File: config.mk
export PLATFORM = sky130hd
export DESIGN_NAME = march_bist_ctrl
export DESIGN_NICKNAME = d
export VERILOG_FILES = /design/src/rtl/march_pkg.sv /design/src/rtl/march_addr_gen.sv /design/src/rtl/march_bist_ctrl.sv
export SDC_FILE = /design/constraint.sdc
export NUM_CORES = 1
export LEC_CHECK = 0
export ABC_AREA = 1
export BUFFER_PORTS_ARGS = -buffer_cell sky130_fd_sc_hd__buf_2
export CORE_MARGIN = 5
export CORE_UTILIZATION = 29
export DETAILED_ROUTE_END_ITERATION = 8
export PLACE_DENSITY = 0.59
export SLEW_MARGIN = 20
export SYNTH_ARGS = -nofsm -noshare
export SYNTH_HDL_FRONTEND = slang
export SYNTH_SLANG_ARGS = --single-unit
export TNS_END_PERCENT = 50
File: constraint.sdc
create_clock -name clk -period 1.9 [get_ports clk]
set_input_delay 0.095 -clock clk [delete_from_list [all_inputs] [get_ports clk]]
set_output_delay 0.095 -clock clk [all_outputs]
set_load 0.01 [all_outputs]
File: src/rtl/march_pkg.sv
// Shared definitions for the March C- BIST controller: FSM states,
// background words and the per-element descriptor table.
package march_pkg;

  // FSM states; the march elements are numbered consecutively so the
  // descriptor table can be indexed directly by state.
  typedef enum logic [3:0] {
    ST_IDLE = 4'd0,
    ST_M0   = 4'd1,
    ST_M1   = 4'd2,
    ST_M2   = 4'd3,
    ST_M3   = 4'd4,
    ST_M4   = 4'd5,
    ST_M5   = 4'd6,
    ST_DONE = 4'd7
  } state_t;

  localparam logic [7:0] BG_ZERO = 8'h00;
  localparam logic [7:0] BG_ONE  = 8'hFF;

  // Element descriptor: address direction, which operations it issues,
  // background expected on the read and background written.
  typedef struct packed {
    logic       dir_down;
    logic       has_rd;
    logic       has_wr;
    logic [7:0] rd_bg;
    logic [7:0] wr_bg;
  } desc_t;

  // IDLE and DONE entries are inert; only the M0..M5 rows drive operations.
  localparam desc_t ELEM_TBL [8] = '{
    '{dir_down: 1'b0, has_rd: 1'b0, has_wr: 1'b0, rd_bg: BG_ZERO, wr_bg: BG_ZERO}, // IDLE
    '{dir_down: 1'b0, has_rd: 1'b0, has_wr: 1'b1, rd_bg: BG_ZERO, wr_bg: BG_ZERO}, // M0 w0
    '{dir_down: 1'b0, has_rd: 1'b1, has_wr: 1'b1, rd_bg: BG_ZERO, wr_bg: BG_ONE }, // M1 up r0,w1
    '{dir_down: 1'b0, has_rd: 1'b1, has_wr: 1'b1, rd_bg: BG_ONE,  wr_bg: BG_ZERO}, // M2 up r1,w0
    '{dir_down: 1'b1, has_rd: 1'b1, has_wr: 1'b1, rd_bg: BG_ZERO, wr_bg: BG_ONE }, // M3 down r0,w1
    '{dir_down: 1'b1, has_rd: 1'b1, has_wr: 1'b1, rd_bg: BG_ONE,  wr_bg: BG_ZERO}, // M4 down r1,w0
    '{dir_down: 1'b0, has_rd: 1'b1, has_wr: 1'b0, rd_bg: BG_ZERO, wr_bg: BG_ZERO}, // M5 r0
    '{dir_down: 1'b0, has_rd: 1'b0, has_wr: 1'b0, rd_bg: BG_ZERO, wr_bg: BG_ZERO}  // DONE
  };

  // Element sequencing: IDLE -> M0 -> ... -> M5 -> DONE -> IDLE.
  function automatic state_t next_elem(input state_t s);
    case (s)
      ST_IDLE: return ST_M0;
      ST_M0:   return ST_M1;
      ST_M1:   return ST_M2;
      ST_M2:   return ST_M3;
      ST_M3:   return ST_M4;
      ST_M4:   return ST_M5;
      ST_M5:   return ST_DONE;
      default: return ST_IDLE;
    endcase
  endfunction

endpackage

File: src/rtl/march_addr_gen.sv
// Up/down address counter for the march elements. The direction is captured
// on load so that 'last' never depends combinationally on 'load'.
module march_addr_gen
  import march_pkg::*;
#(
  parameter int ADDR_W = 6,
  parameter int DEPTH  = 32
) (
  input  logic              clk,
  input  logic              rst_n,
  input  logic              load,
  input  logic              dir,
  input  logic              step,
  output logic [ADDR_W-1:0] addr,
  output logic              last
);

  localparam logic [ADDR_W-1:0] TOP_ADDR = ADDR_W'(DEPTH - 1);

  logic dir_reg;

  // Load the element start address, or step one word in the held direction.
  always_ff @(posedge clk) begin
    if (!rst_n) begin
      addr    <= '0;
      dir_reg <= 1'b0;
    end else if (load) begin
      dir_reg <= dir;
      addr    <= dir ? TOP_ADDR : '0;
    end else if (step) begin
      addr <= dir_reg ? (addr - ADDR_W'(1)) : (addr + ADDR_W'(1));
    end
  end

  assign last = dir_reg ? (addr == '0) : (addr == TOP_ADDR);

endmodule

File: src/rtl/march_bist_ctrl.sv
// March C- BIST controller for a single-port array with combinational read.
// Optional failure logging (fail count, first failing address/data) is built
// only when MARCH_FAIL_LOG_EN is defined; otherwise a sticky flag drives pass.
module march_bist_ctrl
  import march_pkg::*;
#(
  parameter int DATA_W = 8,
  parameter int ADDR_W = 6,
  parameter int DEPTH  = 32
) (
  input  logic              clk,
  input  logic              rst_n,
  input  logic              start,
  input  logic [DATA_W-1:0] ram_rdata,
  output logic [ADDR_W-1:0] ram_addr,
  output logic              write_en,
  output logic [DATA_W-1:0] data_in,
  output logic              busy,
  output logic              done,
  output logic              pass,
  output logic [7:0]        fail_count,
  output logic [ADDR_W-1:0] first_fail_addr,
  output logic [DATA_W-1:0] first_fail_data
);

  state_t state_reg;
  logic   phase_reg;    // 0: read sub-step, 1: write sub-step of a two-op element

  state_t            nxt_elem;
  logic              cur_has_rd, cur_has_wr, nxt_has_rd, nxt_dir;
  logic [DATA_W-1:0] exp_word, wr_word, nxt_wr_word;
  logic              in_march, accept, is_read, op_end, miscompare;
  logic              last, load, step, fail_next;

  march_addr_gen #(
    .ADDR_W(ADDR_W),
    .DEPTH (DEPTH)
  ) u_addr_gen (
    .clk  (clk),
    .rst_n(rst_n),
    .load (load),
    .dir  (nxt_dir),
    .step (step),
    .addr (ram_addr),
    .last (last)
  );

  // Decode the current/next element and the operation ending this cycle.
  always_comb begin
    nxt_elem    = next_elem(state_reg);
    cur_has_rd  = ELEM_TBL[state_reg].has_rd;
    cur_has_wr  = ELEM_TBL[state_reg].has_wr;
    nxt_has_rd  = ELEM_TBL[nxt_elem].has_rd;
    nxt_dir     = ELEM_TBL[nxt_elem].dir_down;
    exp_word    = {DATA_W{&ELEM_TBL[state_reg].rd_bg}};
    wr_word     = {DATA_W{&ELEM_TBL[state_reg].wr_bg}};
    nxt_wr_word = {DATA_W{&ELEM_TBL[nxt_elem].wr_bg}};
    in_march    = (state_reg != ST_IDLE) && (state_reg != ST_DONE);
    accept      = (state_reg == ST_IDLE) && start;
    is_read     = in_march && cur_has_rd && !(cur_has_wr && phase_reg);
    op_end      = in_march && (!(cur_has_rd && cur_has_wr) || phase_reg);
    miscompare  = is_read && (ram_rdata != exp_word);
    load        = accept || (op_end && last);
    step        = op_end && !last;
  end

  // Main sequencer: walks the elements and registers all array-side outputs.
  always_ff @(posedge clk) begin
    if (!rst_n) begin
      state_reg <= ST_IDLE;
      phase_reg <= 1'b0;
      write_en  <= 1'b0;
      data_in   <= '0;
      busy      <= 1'b0;
      done      <= 1'b0;
      pass      <= 1'b0;
    end else begin
      case (state_reg)
        ST_IDLE: begin
          done     <= 1'b0;
          write_en <= 1'b0;
          if (accept) begin
            state_reg <= nxt_elem;
            phase_reg <= 1'b0;
            busy      <= 1'b1;
            pass      <= 1'b0;
            write_en  <= !nxt_has_rd;
            if (!nxt_has_rd) data_in <= nxt_wr_word;
          end
        end
        ST_DONE: begin
          done      <= 1'b0;
          write_en  <= 1'b0;
          state_reg <= ST_IDLE;
        end
        default: begin
          if (op_end && last) begin
            state_reg <= nxt_elem;
            phase_reg <= 1'b0;
            if (nxt_elem == ST_DONE) begin
              busy     <= 1'b0;
              done     <= 1'b1;
              write_en <= 1'b0;
              pass     <= !fail_next;
            end else begin
              write_en <= !nxt_has_rd;
              if (!nxt_has_rd) data_in <= nxt_wr_word;
            end
          end else if (op_end) begin
            phase_reg <= 1'b0;
            write_en  <= !cur_has_rd;
            if (!cur_has_rd) data_in <= wr_word;
          end else begin
            phase_reg <= 1'b1;
            write_en  <= 1'b1;
            data_in   <= wr_word;
          end
        end
      endcase
    end
  end

`ifdef MARCH_FAIL_LOG_EN
  // Saturating miscompare counter with capture of the first failing read.
  always_ff @(posedge clk) begin
    if (!rst_n || accept) begin
      fail_count      <= 8'd0;
      first_fail_addr <= '0;
      first_fail_data <= '0;
    end else if (miscompare) begin
      if (fail_count != 8'hFF) fail_count <= fail_count + 8'd1;
      if (fail_count == 8'd0) begin
        first_fail_addr <= ram_addr;
        first_fail_data <= ram_rdata;
      end
    end
  end

  assign fail_next = (fail_count != 8'd0) || miscompare;
`else
  logic fail_sticky_reg;

  // Single sticky flag: set by any miscompare, cleared on reset or new run.
  always_ff @(posedge clk) begin
    if (!rst_n || accept) begin
      fail_sticky_reg <= 1'b0;
    end else if (miscompare) begin
      fail_sticky_reg <= 1'b1;
    end
  end

  assign fail_next       = fail_sticky_reg || miscompare;
  assign fail_count      = 8'd0;
  assign first_fail_addr = '0;
  assign first_fail_data = '0;
`endif

endmodule

# Word-level counts from Yosys, hierarchy flattened
# Memory sizes are Yosys's and may differ from the RTL's.
# Cells that the tools add are included.
# totals
reg_bits,25
rom_bits,304
in_bits,11
word_cells,107
memories,2
# memory_table
memory,words,width,rd,rd_ports_with_merged_regs,write_ports,line_no,text
(name not given),8,19,1,0,0,march_bist_ctrl.sv:57,nxt_wr_word = {DATA_W{&ELEM_TBL[nxt_elem].wr_bg}};
(name not given),8,19,1,0,0,march_bist_ctrl.sv:56,wr_word = {DATA_W{&ELEM_TBL[state_reg].wr_bg}};
# classes
addsub,2
order_cmp,2
n_eq_ne,14
mux,36
bitwise_logic,4
reduce_logical,37
# op_table
op,count
$mux W8,6
$mux W19,2
$mux W18,2
$reduce_and A8 Y1,3
$pmux W3 S7,1
$eq A4 B3 Y1 const B,5
$mux W6,3
$pmux W8 S2,1
$mux W1,13
$ge A5 B4 Y1 const B,2
$logic_and A1 B1 Y1,10
$not A4 Y5,2
$eq A4 B2 Y1 const B,2
$mux W4,2
$ne A8 B8 Y1,1
$pmux W1 S2,4
$pmux W4 S2,1
$reduce_and A4 Y1,2
$logic_not A1 Y1,7
$add A6 B1 Y6 const B,1
$eq A6 B5 Y1 const B,1
$logic_not A6 Y1,1
$reduce_and A2 Y1,3
$reduce_bool A2 Y1,3
13 further kinds,17

# Longest topological paths before layout
# logic_depth
ltp_word,13
mapped_depth,11
depth_no_buf,11

# By module
# A second synthesis with hierarchy kept.
# unflattened
cells_unflattened,262
hier_area_um2,1707.9
# by_module_without_submodules
mod,n_inst,cells_per_inst,area_per_inst_um2
march_bist_ctrl,1,187,1193.6
march_addr_gen,1,75,514.2

# Least setup slack after synthesis
# No wires, ideal clock.
# synth_timing
kind,register to register
startpoint,register u_addr_gen.addr[0]
endpoint,register u_addr_gen.addr[4]
arrival_time_ps,1510
setup_slack_ps,280
path_stages_with_launch,9
synth_period_minus_slack_ps,1620
path_cell_list,dfxtp_1 > inv_1 > fa_1 > o21a_1 > xnor2_1 > nand2_1 > nand3_1 > nand3_1 > inv_1
# synth_via
elab_chain_len,5
word_cells_on_any_way,13
cone_classes,2 x add/sub; 1 x eq/ne; 4 x mux; 6 x reduce/logical
# synth_rtl
item,line_no,text
start: declaration,march_addr_gen.sv:14,"output logic [ADDR_W-1:0] addr,"
start signal: assignment,march_addr_gen.sv:29,addr <= dir ? TOP_ADDR : '0;
start signal: assignment,march_addr_gen.sv:31,addr <= dir_reg ? (addr - ADDR_W'(1)) : (addr + ADDR_W'(1));
"parallel branches: the longest is 5 deep, another holds $add A6 B1 Y6",-,
# Several ways; the timed one is not identified. The select of a mux whose other input is x is not followed.
# A chain may end at the register's enable or synchronous reset.

# Worst setup path after layout
# Same ends and word-level chain as after synthesis.

==> run_summary.xml <==
<?xml version="1.0" encoding="UTF-8"?>
<metrics>
  <group name="power">
    <metric name="pwr_per_cell_area" unit="nW/µm²">1620</metric>
    <metric name="vdd.ir_drop.worst" unit="µV">584</metric>
    <metric name="total_leakage_power" unit="µW">0.00103</metric>
    <metric name="p_comb_share" unit="%">62.2</metric>
    <metric name="power.switching_fraction" unit="%">52.2</metric>
    <metric name="totalPowerFinal" unit="µW">3190</metric>
    <metric name="share_seq_of_total_power" unit="%">26.7</metric>
    <metric name="p_clk_share" unit="%">11.1</metric>
    <metric name="net-switching-power" unit="µW">1670</metric>
    <metric name="internal_power" unit="µW">1520</metric>
  </group>
  <group name="clock_tree">
    <metric name="tritoncts_buffers" unit="">3</metric>
    <metric name="root_buffer" unit="">sky130_fd_sc_hd__clkbuf_8</metric>
    <metric name="cts-resized-gates" unit="">0</metric>
    <metric name="clkTransAtPathRegs" unit="ps">90</metric>
    <metric name="skew_pair_late_insertion_delay" unit="ps">270</metric>
    <metric name="postCtsHoldBufs" unit="">0</metric>
    <metric name="cts.repair_timing.setup_buffer_count" unit="">0</metric>
    <metric name="tritoncts_clock_tree" unit="">yes</metric>
    <metric name="cts-htree-levels" unit="">1</metric>
    <metric name="clk_path_buf_depth" unit="">2</metric>
    <metric name="numClockSinks" unit="">24</metric>
  </group>
  <group name="worst_setup_path">
    <metric name="family_with_the_most_delay_on_the_worst_path" unit="">flip-flops</metric>
    <metric name="data_required_time_of_the_critical_path" unit="ps">2120</metric>
    <metric name="max_incr_delay_on_cp" unit="ps">470</metric>
    <metric name="critical_path.startpoint_type" unit="">register</metric>
    <metric name="critPathBufInv" unit="">2</metric>
    <metric name="worst-path-max-fanout" unit="">8</metric>
    <metric name="worst_ep_arrival_time" unit="ps">1970</metric>
    <metric name="worst_r2r_endpoint" unit="">u_addr_gen.addr[4]</metric>
    <metric name="crit_cells" unit="">8</metric>
    <metric name="cp_slowest_cell" unit="">sky130_fd_sc_hd__dfxtp_1</metric>
    <metric name="r2r_start" unit="">u_addr_gen.addr[0]</metric>
    <metric name="timing.critical_path.cells" unit="">inv_1 -&gt; fa_1 -&gt; o21a_1 -&gt; xnor2_1 -&gt; nand2_1 -&gt; nand3_1 -&gt; nand3_1 -&gt; inv_1</metric>
    <metric name="worst-r2r-cell-count" unit="">8</metric>
    <metric name="timing_worst_setup_path_type" unit="">reg -&gt; reg</metric>
    <metric name="crit_path_end_kind" unit="">register</metric>
    <metric name="ff2ff_setup_slack" unit="ps">150</metric>
  </group>
  <group name="layout">
    <metric name="design.final.nets" unit="">325</metric>
    <metric name="sequential_cell_area" unit="µm²">485</metric>
    <metric name="area_growth" unit="%">12.4</metric>
    <metric name="largest_register_ff_count" unit="">8</metric>
    <metric name="finish.instance_area" unit="µm²">1970</metric>
    <metric name="multi_input_comb_area" unit="µm²">1060</metric>
    <metric name="diodes_inserted" unit="">0</metric>
    <metric name="n_fill_cell" unit="">667</metric>
    <metric name="drive_above_1_share" unit="%">15.9</metric>
  </group>
  <group name="detailed_routing">
    <metric name="drt_pass1_iterations" unit="">4</metric>
    <metric name="drt_iter0_markers" unit="">58</metric>
    <metric name="wirelength" unit="µm">4240</metric>
    <metric name="viasPerCell" unit="">4.38</metric>
    <metric name="number_of_vias_after_detailed_routing" unit="">1676</metric>
    <metric name="final_antenna_net_count" unit="">0</metric>
    <metric name="wl_per_cell" unit="µm">11.1</metric>
    <metric name="number_of_drc_violations_after_detailed_routing" unit="">0</metric>
  </group>
  <group name="run_status">
    <metric name="run_status" unit="">completed</metric>
  </group>
  <group name="yosys">
    <metric name="mappedNetlistArea" unit="µm²">1760</metric>
    <metric name="number_of_standard_cells_after_synthesis" unit="">277</metric>
    <metric name="number_of_warnings_printed_during_yosys_synthesis" unit="">0</metric>
    <metric name="synth-seq-area-share" unit="%">27.4</metric>
    <metric name="synth.ff_latch_count" unit="">24</metric>
    <metric name="syn_area_per_cell" unit="µm²">6.34</metric>
    <metric name="post_synth_num_cell_types" unit="">28</metric>
  </group>
  <group name="timing">
    <metric name="finalSetupTns" unit="ps">0</metric>
    <metric name="finalSetupViolCount" unit="">0</metric>
    <metric name="period_minus_slack" unit="ps">1750</metric>
    <metric name="finalCritPeriodShare" unit="%">92.0</metric>
    <metric name="max-slew-margin-rel" unit="%">66.4</metric>
    <metric name="report.final.hold_viol_count" unit="">0</metric>
    <metric name="final-max-slew-violation-count" unit="">0</metric>
    <metric name="finalClockSkew" unit="ps">3.90</metric>
    <metric name="fmax" unit="GHz">0.572</metric>
    <metric name="postLayoutSetupSlackWorst" unit="ps">152</metric>
    <metric name="tightestPinTransition" unit="ps">504</metric>
    <metric name="rsz0062_at_grt" unit="">false</metric>
    <metric name="fin_hold_ws" unit="ps">149</metric>
  </group>
  <group name="floorplan">
    <metric name="start_util" unit="%">29.7</metric>
    <metric name="ports" unit="">51</metric>
    <metric name="die-width" unit="µm">87.8</metric>
    <metric name="die_area" unit="µm²">7710</metric>
    <metric name="die_height" unit="µm">87.8</metric>
    <metric name="design.core.area" unit="µm²">5920</metric>
    <metric name="core.rowCount" unit="">28</metric>
  </group>
  <group name="worst_hold_path">
    <metric name="holdPathEnd" unit="">state_reg[0]</metric>
    <metric name="hp-start" unit="">rst_n</metric>
    <metric name="holdCritPathClass" unit="">in -&gt; reg</metric>
    <metric name="number_of_instances_on_the_worst_hold_path" unit="">3</metric>
  </group>
  <group name="global_route">
    <metric name="grt_usage" unit="%">11.0</metric>
    <metric name="grt_max_degree" unit="">16</metric>
    <metric name="grt_pass1_vias" unit="">1502</metric>
    <metric name="number_of_antenna_violations_at_the_first_check_in_global_routing" unit="">0</metric>
    <metric name="grt_first_pass_wirelength" unit="µm">6840</metric>
    <metric name="grt_remaining_overflow" unit="">0</metric>
  </group>
  <group name="placement">
    <metric name="placedInstanceArea" unit="µm²">1910</metric>
    <metric name="place_worst_setup_slack" unit="ps">67.8</metric>
    <metric name="port_buffers" unit="">28</metric>
    <metric name="place_hpwl" unit="µm">3280</metric>
    <metric name="routabilityCongestion" unit="">0.843</metric>
  </group>
  <group name="job">
    <metric name="timing.max_cap.violations" unit="">0</metric>
  </group>
</metrics>
[cells in the final DEF (no fill, tap or decap), drive strengths merged]
cell type  count
nand2         79
nor2          40
inv           34
buf           30
dfxtp         24
nand3         23
conb          22
a21oi         22
o21ai          7
nand4          4
ha             4
clkbuf         4
o21bai         3
nand3b         2
o21a           2
xor2           2
xnor2          2
nor3           1
a211oi         1
o211ai         1
fa             1
[kinds of logic (layout without fill, tap and decap cells)]
group / count (synthesis) / count (layout) / synth area share, %
buf+inv: 58 / 68 / 17.1
other cells: 1 / 22 / 0.213
fa+ha+maj: 5 / 5 / 3.99
flops: 24 / 24 / 27.4
xor+xnor: 4 / 4 / 1.99
simple gates: 149 / 149 / 37.5
compound gates: 36 / 36 / 11.9
[final cells by class]
cell class | instances | area share [%]
clock buffer | 4 | 2.79
inverter | 34 | 6.46
multi-input combinational | 216 | 53.5
sequential | 24 | 24.6
tap | 75 | 4.75
timing repair buffer | 30 | 7.86
[worst min-delay path, cell delays in order]
cell	delay [ps]
sky130_fd_sc_hd__buf_2	170
sky130_fd_sc_hd__nand2_1	90
sky130_fd_sc_hd__a21oi_1	30
[worst max path at each step]
stage,end,start,slack [ps]
floorplan,u_addr_gen.addr[4],u_addr_gen.addr[0],280
global placement,state_reg[1],u_addr_gen.dir_reg,110
detailed placement,u_addr_gen.addr[4],u_addr_gen.dir_reg,70
CTS,u_addr_gen.addr[4],u_addr_gen.dir_reg,50
global route,u_addr_gen.addr[4],u_addr_gen.addr[0],9
finish,u_addr_gen.addr[4],u_addr_gen.addr[0],150
[Yosys cell counts]
master | n | area share, %
sky130_fd_sc_hd__a21oi_1 | 21 | 6.0
sky130_fd_sc_hd__a21oi_4 | 1 | 0.93
sky130_fd_sc_hd__nor2_1 | 36 | 7.7
sky130_fd_sc_hd__o21bai_1 | 3 | 1.3
sky130_fd_sc_hd__clkbuf_1 | 2 | 0.43
sky130_fd_sc_hd__o21a_1 | 2 | 0.85
sky130_fd_sc_hd__nor2_8 | 1 | 1.1
sky130_fd_sc_hd__nor2_4 | 1 | 0.64
sky130_fd_sc_hd__ha_1 | 4 | 2.8
sky130_fd_sc_hd__xor2_1 | 2 | 1.0
sky130_fd_sc_hd__xnor2_1 | 2 | 1.0
sky130_fd_sc_hd__nand3_1 | 21 | 6.0
sky130_fd_sc_hd__a211oi_1 | 1 | 0.43
sky130_fd_sc_hd__nor3_1 | 1 | 0.28
sky130_fd_sc_hd__nor2_2 | 2 | 0.71
sky130_fd_sc_hd__o21ai_0 | 7 | 2.0
sky130_fd_sc_hd__nand2_4 | 1 | 0.64
sky130_fd_sc_hd__nand3b_1 | 2 | 0.85
sky130_fd_sc_hd__nand3_2 | 2 | 1.1
sky130_fd_sc_hd__nand2_1 | 76 | 16
sky130_fd_sc_hd__inv_1 | 34 | 7.3
sky130_fd_sc_hd__o211ai_1 | 1 | 0.43
sky130_fd_sc_hd__conb_1 | 1 | 0.21
sky130_fd_sc_hd__dfxtp_1 | 24 | 27
sky130_fd_sc_hd__fa_1 | 1 | 1.1
sky130_fd_sc_hd__buf_4 | 22 | 9.4
sky130_fd_sc_hd__nand2_2 | 2 | 0.71
sky130_fd_sc_hd__nand4_1 | 4 | 1.4
[layer usage]
metal / track usage (%) / share of wire, % / routed length (µm)
met5: 0 / 0 / 0
met4: 2.09 / 0.42 / 18
met3: 2.92 / 7.8 / 330
met2: 17.8 / 44 / 1880
met1: 14.9 / 47 / 2010
[stage by stage]
step                      cells  util (%)
after CTS                   383      33.2
after global routing        383      33.3
final                       383      33.3
after floorplan             298         -
after detailed placement    379      32.3
after global placement      379      32.3
[power groups by stage]
| stage | clock, µW | sequential [µW] | combinational, µW |
|---|---|---|---|
| finish | 354 | 852 | 1980 |
| global placement | 0 | 852 | 1960 |
| CTS | 365 | 845 | 1990 |
| detailed placement | 0 | 856 | 1970 |
| global route | 386 | 884 | 2250 |
| floorplan | 0 | 872 | 1460 |
No activity file was read; power rests on OpenSTA's default activity.
